[src/rtl/board_cell_arbiter.sv]
// board_cell_arbiter
// Owns the single-port cell-state RAM (one status nibble per board button)
// and shares it between the draw pipeline (absolute priority), NUM_REQ
// game-logic requesters (round-robin, req/ack) and a clear sequencer that
// zeroes the board at new-game start.
//
// Ports:
//   clk, rst          pixel clock, synchronous active-high reset
//   hblnk, vblnk      blanking flags (only with BLANK_ONLY_WR_EN)
//   clear_start       pulse: zero every cell
//   clear_busy        high while the clear sweep runs
//   draw_rd_en/addr   draw pipeline read request
//   draw_rd_data      draw read data, valid 1 cycle after draw_rd_en, else held
//   req/req_we        per-requester request and write flag
//   req_addr/wdata    flattened per-requester address / write data
//   ack               one-cycle completion pulse per requester
//   rdata             read data, valid with the ack of a read, else held
//
// Build option: define BLANK_ONLY_WR_EN to restrict requester writes and
// clear writes to blanking intervals (adds the hblnk/vblnk inputs).
//
// state  | meaning
// IDLE   | no transaction outstanding, arbitrating
// ACCESS | RAM port owned by the granted requester for one free cycle
// CLEAR  | sweeping zeros through every cell
module board_cell_arbiter #(
    parameter int ADDR_W  = 10,
    parameter int DATA_W  = 4,
    parameter int NUM_REQ = 2
) (
    input  logic                      clk,
    input  logic                      rst,
`ifdef BLANK_ONLY_WR_EN
    input  logic                      hblnk,
    input  logic                      vblnk,
`endif
    input  logic                      clear_start,
    output logic                      clear_busy,
    input  logic                      draw_rd_en,
    input  logic [ADDR_W-1:0]         draw_addr,
    output logic [DATA_W-1:0]         draw_rd_data,
    input  logic [NUM_REQ-1:0]        req,
    input  logic [NUM_REQ-1:0]        req_we,
    input  logic [NUM_REQ*ADDR_W-1:0] req_addr,
    input  logic [NUM_REQ*DATA_W-1:0] req_wdata,
    output logic [NUM_REQ-1:0]        ack,
    output logic [DATA_W-1:0]         rdata
);

    localparam int PTR_W = (NUM_REQ > 1) ? $clog2(NUM_REQ) : 1;
    localparam int DEPTH = 2**ADDR_W;

    typedef enum logic [1:0] {IDLE, ACCESS, CLEAR} state_t;

    state_t             state;
    logic [PTR_W-1:0]   rr_ptr;
    logic [PTR_W-1:0]   grant_idx;
    logic               grant_we;
    logic [ADDR_W-1:0]  grant_addr;
    logic [DATA_W-1:0]  grant_wdata;
    logic [ADDR_W-1:0]  clr_cnt;
    logic               clear_pend;
    logic               draw_vld_q;
    logic               rd_vld_q;
    logic [DATA_W-1:0]  draw_hold;
    logic [DATA_W-1:0]  rdata_hold;

    logic [DATA_W-1:0]  mem [DEPTH];
    logic [DATA_W-1:0]  ram_q;
    logic               ram_we;
    logic [ADDR_W-1:0]  ram_addr;
    logic [DATA_W-1:0]  ram_wdata;

    logic [ADDR_W-1:0]  addr_arr  [NUM_REQ];
    logic [DATA_W-1:0]  wdata_arr [NUM_REQ];
    logic [NUM_REQ-1:0] eligible;
    logic               win_found;
    logic [PTR_W-1:0]   win_idx;
    logic               write_ok;
    logic               clr_go;
    logic               clear_req;

`ifdef BLANK_ONLY_WR_EN
    assign write_ok = hblnk | vblnk;
`else
    assign write_ok = 1'b1;
`endif

    always_comb begin
        for (int i = 0; i < NUM_REQ; i++) begin
            addr_arr[i]  = req_addr[i*ADDR_W +: ADDR_W];
            wdata_arr[i] = req_wdata[i*DATA_W +: DATA_W];
        end
    end

    // A requester being acked this cycle still shows req high; masking it
    // keeps it from being granted twice for one handshake.
    assign eligible = req & ~ack & (~req_we | {NUM_REQ{write_ok}});

    always_comb begin
        int cand;
        cand      = 0;
        win_found = 1'b0;
        win_idx   = '0;
        for (int i = 0; i < NUM_REQ; i++) begin
            cand = (int'(rr_ptr) + i) % NUM_REQ;
            if (!win_found && eligible[PTR_W'(cand)]) begin
                win_found = 1'b1;
                win_idx   = PTR_W'(cand);
            end
        end
    end

    assign clr_go    = (state == CLEAR) && !draw_rd_en && write_ok;
    assign clear_req = clear_start | clear_pend;

    // Draw reads always own the port; an ACCESS cycle that collides with a
    // draw read simply waits for the next free cycle.
    always_comb begin
        ram_we    = 1'b0;
        ram_addr  = draw_addr;
        ram_wdata = '0;
        if (!draw_rd_en) begin
            if (state == ACCESS) begin
                ram_we    = grant_we;
                ram_addr  = grant_addr;
                ram_wdata = grant_wdata;
            end else if (clr_go) begin
                ram_we    = 1'b1;
                ram_addr  = clr_cnt;
            end
        end
    end

    always_ff @(posedge clk) begin
        if (ram_we)
            mem[ram_addr] <= ram_wdata;
        else
            ram_q <= mem[ram_addr];
    end

    // Both read outputs share the single RAM output register; each one shows
    // it only in the cycle after its own read and otherwise holds.
    assign draw_rd_data = draw_vld_q ? ram_q : draw_hold;
    assign rdata        = rd_vld_q   ? ram_q : rdata_hold;

    always_ff @(posedge clk) begin
        if (rst) begin
            state       <= IDLE;
            rr_ptr      <= '0;
            grant_idx   <= '0;
            grant_we    <= 1'b0;
            grant_addr  <= '0;
            grant_wdata <= '0;
            clr_cnt     <= '0;
            clear_pend  <= 1'b0;
            clear_busy  <= 1'b0;
            ack         <= '0;
            draw_vld_q  <= 1'b0;
            rd_vld_q    <= 1'b0;
            draw_hold   <= '0;
            rdata_hold  <= '0;
        end else begin
            ack        <= '0;
            rd_vld_q   <= 1'b0;
            draw_vld_q <= draw_rd_en;
            draw_hold  <= draw_rd_data;
            rdata_hold <= rdata;
            case (state)
                IDLE: begin
                    if (clear_start) begin
                        state      <= CLEAR;
                        clr_cnt    <= '0;
                        clear_busy <= 1'b1;
                    end else if (win_found && !draw_rd_en) begin
                        state       <= ACCESS;
                        grant_idx   <= win_idx;
                        grant_we    <= req_we[win_idx];
                        grant_addr  <= addr_arr[win_idx];
                        grant_wdata <= wdata_arr[win_idx];
                    end
                end
                ACCESS: begin
                    if (!draw_rd_en) begin
                        ack[grant_idx] <= 1'b1;
                        rd_vld_q       <= !grant_we;
                        rr_ptr         <= (grant_idx == PTR_W'(NUM_REQ-1)) ? '0 : grant_idx + 1'b1;
                        clear_pend     <= 1'b0;
                        if (clear_req) begin
                            state      <= CLEAR;
                            clr_cnt    <= '0;
                            clear_busy <= 1'b1;
                        end else begin
                            state <= IDLE;
                        end
                    end else begin
                        clear_pend <= clear_req;
                    end
                end
                CLEAR: begin
                    if (clear_start) begin
                        clr_cnt <= '0;
                    end else if (clr_go) begin
                        clr_cnt <= clr_cnt + 1'b1;
                        if (clr_cnt == '1) begin
                            state      <= IDLE;
                            clear_busy <= 1'b0;
                        end
                    end
                end
                default: state <= IDLE;
            endcase
        end
    end

endmodule

[config.mk]
export PLATFORM = sky130hd
export DESIGN_NAME = board_cell_arbiter
export DESIGN_NICKNAME = d
export VERILOG_FILES = /design/src/rtl/board_cell_arbiter.sv
export SDC_FILE = /design/constraint.sdc
export NUM_CORES = 2
export LEC_CHECK = 0
export CORE_ASPECT_RATIO = 1.5
export CORE_UTILIZATION = 35
export DETAILED_ROUTE_END_ITERATION = 8
export GPL_TIMING_DRIVEN = 1
export MAX_ROUTING_LAYER = met4
export RECOVER_POWER = 100
export SETUP_SLACK_MARGIN = 0.1
export SLEW_MARGIN = 40
export SYNTH_ARGS = -nofsm -noshare
export SYNTH_HDL_FRONTEND = slang
export SYNTH_SLANG_ARGS = --single-unit
[constraint.sdc]
create_clock -name clk -period 21.9 [get_ports clk]
set_clock_uncertainty 0.15 [all_clocks]
set_input_delay 3.285 -clock clk [delete_from_list [all_inputs] [get_ports clk]]
set_output_delay 3.285 -clock clk [all_outputs]
set_load 0.02 [all_outputs]
==> results.md <==
- Relative max-transition margin: -283.5%
- Final Hold Viols: 0
- CTS buffer count: roughly 350
- CP peak stage delay: 1990 ps
- Worst Path Arrival: about 16000 ps
- Leakage: between 60 and 70 nW
- Post-synth top area cell: edfxtp_1
- Largest net degree at the start of global routing: a little under 200
- Clock root cell: clkbuf_16
- Synthesized area: between 150000 and 200000 sq um
- Die Y: ~840 um
- Peak Freq: around 64 MHz
- CP required: about 23000 ps
- Failing checks: capacitance limit, slew limit
- Combinational Power Share: under 10%
- Min cycle time layout: between 15000 and 20000 ps
- Final Cycle Share: about 70%
- CTS Buffer Depth: 4
- CTS Hold Buffers Added: 0
- Flop pwr share: around 54%
- Clk pwr share: 40.3%
- CP Cell Sequence: dlygate4sd3_1, clkbuf_1, inv_1, o32ai_1, or2_2, clkbuf_1, clkbuf_1, nand4_1, clkbuf_1, clkbuf_1, o22ai_1, nor4_1, a31o_2, a31oi_2, a2111oi_1, nand3_1
- Sequential share of the synthesized area: approximately three quarters
- Grt ovf: 0
- # IOs: 57
- TNS Setup: 0 ps
- Top_reg_cell synth: edfxtp_1
- Startpoint types: input port
- Antenna violations before repair: 34
- Crit Path Class: input port to register
- Place WS: around 10000 ps
- Status: finished with violations
- Synth Net Count: 10340
- Hold-critical path depth: 1
- Worst slew pin tran: ~5800 ps
- Multi-input gate area: 36560 sq um
- Gr busiest metal: met2
- First-pass GRT wire length: approximately 700000 um
- Clock sink total: just over 4000
- Sw frac: 22.21%
- Hpwl dp: roughly 300000 um
- Worst setup EP type: register
- Share of cells above drive strength 1: around 7.3%
- Met2 GRT Util: a little over a third
- Nets: slightly above 10000
- Post-DRT Antenna Nets: 0
- Register area: 124000 sq um
- Met1 usage: between 20% and 30%
- CP max FO: 30
- Min-Delay Path Class: register to register
- Synthesis-to-finish area growth: 11.32%
- Number of synthesized flops with an enable pin: just over 4000
- VDD IR max: between 0.06 and 0.07 mV
- Met3 GRT Util: around 3.2%
- R2R depth: 6
- Max-Cap Viols: around 110
- Max Slew Vio Count: around 4500
- CTS H-tree lvls: 5
- Total GRT Usage: roughly 22%
- Total Power: between 15 and 20 mW
- Top cells by area, synth: edfxtp_1 75%, mux2i_1 11%, o22ai_1 3.4%
- Worst-path clk slew: around 70 ps
- Slowest cell on crit path: nand4_1
- Total wire length: a little over 500000 um
- FILL cells: about 43000
- Power per cell area: between 80 and 90 nW/um^2
- Clock Latency Late Sink: 950 ps
- CTS tree: done
- IO buf count: between 50 and 60
- Slack of the worst reg-to-reg path: roughly 9400 ps
- Initial DRC count: ~11000
- Synth top area share: between 70% and 80%
- Asr flop ratio synth: 0%
- WL per Instance: approximately 30 um
- Setup Fix Bufs, Post-CTS: 0
- DR vias: ~94000
- Synth unique cells: 75
- Die X: 560.9 um
- GPL Wtd Cong: about 0.9
- P_int: about 12 mW
- PostCTS Resize Cnt: 0
- Net Switching: between 3 and 4 mW
- Mean area per synthesized cell: 15.93 sq um
- First-pass iteration count of the detailed router: 6
- Via density: approximately 5.6
- # rows: approximately 310
- Core Area: 466300 sq um
- Crit-path most repeated cell: clkbuf_1
- Vias in the first global route: slightly above 90000
- Final setup margin: 6340 ps
- Initial core utilization: about a third
- Post-Synthesis Cells: about 10000
- RSZ-0062 raised after global routing: no
- Endpoints failing setup: 0
- # DRC: 0
- YS warnings: 0
- Synthesis-stage register bit count: roughly 4100
- Die footprint: 471300 sq um
- Finished Cell Area: roughly 180000 sq um
- Fin util: just under 40%
- DP Area: ~170000 sq um
## cell families (layout without fill, tap and decap cells)
kind of cell             count (synthesis)  after routing  synth area share, %
other                                    0             34                    0
buffers and inverters                  722            963                2.290
multiplexers                          1794           1794                10.96
adder cells (fa/ha/maj)                  1              1             0.007629
XOR/XNOR                                 5              5              0.02670
AND/OR/NAND/NOR                       2391           2391                6.360
AO/OA/AOI/OAI                         1235           1235                4.756
flip-flops                            4143           4143                75.60
## routing by layer
| metal | part of all wire, % | up-vias | routed length, um |
|---|---|---|---|
| met5 | 0 | - | 0 |
| li1 | - | 39910 | - |
| met2 | 50 | 4693 | 252900 |
| met1 | 35 | 48040 | 177500 |
| met3 | 8.1 | 1132 | 40880 |
| met4 | 6.9 | 0 | 34720 |
## state kept, by name (all words and copies together) (netlist names), 4 cells and up
name,flops
grant_wdata,4
ram_q,4
draw_hold,4
grant_addr,10
clr_cnt,10
rdata_hold,4
mem,4096
## cells in the final DEF (no fill, tap or decap), drive strengths merged, types with 9 or more instances in the layout
master	n
clkinv	149
a32oi	12
or3	9
o22ai	893
a21oi	159
nor2b	15
a31oi	45
nor4	200
or4	57
dfxtp	43
nor2	1113
inv	17
buf	176
nand3	151
o211ai	9
o32ai	10
nand4	42
diode	34
clkbuf	496
clkdlybuf4s50	42
mux2i	1786
nor3	41
dlygate4sd3	13
nand2	710
a2111oi	10
nand2b	9
clkinvlp	22
edfxtp	4100
a211oi	21
and3	25
o21ai	21
bufinv	48
## cells in the mapped netlist (all sizes together) (2+ instances only)
| cell type | instances |
|---|---|
| mux2i | 1786 |
| a2111oi | 10 |
| nand2 | 710 |
| o31ai | 3 |
| a32o | 7 |
| xor2 | 4 |
| nor2 | 1113 |
| a22o | 2 |
| a31oi | 45 |
| and2 | 6 |
| nor2b | 15 |
| o2111ai | 4 |
| nand2b | 9 |
| inv | 4 |
| or2 | 6 |
| nand3 | 151 |
| nor3b | 3 |
| o2111a | 2 |
| o22a | 2 |
| and3 | 25 |
| mux2 | 8 |
| o211ai | 9 |
| a211oi | 21 |
| o32ai | 10 |
| o41ai | 2 |
| nand4 | 42 |
| a22oi | 5 |
| o22ai | 893 |
| edfxtp | 4100 |
| o211a | 2 |
| o221ai | 3 |
| nor4 | 200 |
| o21ai | 21 |
| a32oi | 12 |
| dfxtp | 43 |
| or3 | 9 |
| o21a | 6 |
| a21oi | 159 |
| buf | 443 |
| or4 | 57 |
| clkbuf | 275 |
| a311oi | 8 |
| a311o | 2 |
| nor3 | 41 |
## final cells by class
cell class                 count  share of cell area (%)
timing repair buffer         321                   1.421
tap                         6180                   4.236
clock inverter               232                   1.367
multi-input combinational   5426                   20.03
sequential                  4143                   67.91
antenna                       34                 0.04661
clock buffer                 406                   4.983
inverter                       4                0.008225
## critical path: cells and delay by family
family	cells	cell delay (ps)
simple gates	4	2610
compound gates	5	2310
buf+inv	7	7860
## worst paths after layout
path	startpoint	end
setup / recovery	draw_rd_en	ram_q[0]
hold / removal	grant_idx	ack[0]
setup reg to reg	state[0]	mem[286][1]
hold reg to reg	grant_idx	ack[0]
## power by group through the flow
stage	clock network (mW)	registers, mW	logic (mW)
finish	6.43	8.59	0.925
global route	6.74	8.58	0.933
CTS	6.48	8.59	0.920
detailed placement	0	8.76	0.917
global placement	0	8.76	0.907
floorplan	0	8.76	0.583
## stage by stage
step | hold slack, ps | cells
after CTS | 327.0 | 16710
after floorplan | 275.8 | 10290
after global routing | 349.9 | 16740
after detailed placement | 319.7 | 16070
after global placement | 305.7 | 16050
final | 325.1 | 16750
Note: power is estimated with default switching activity, not from simulation.
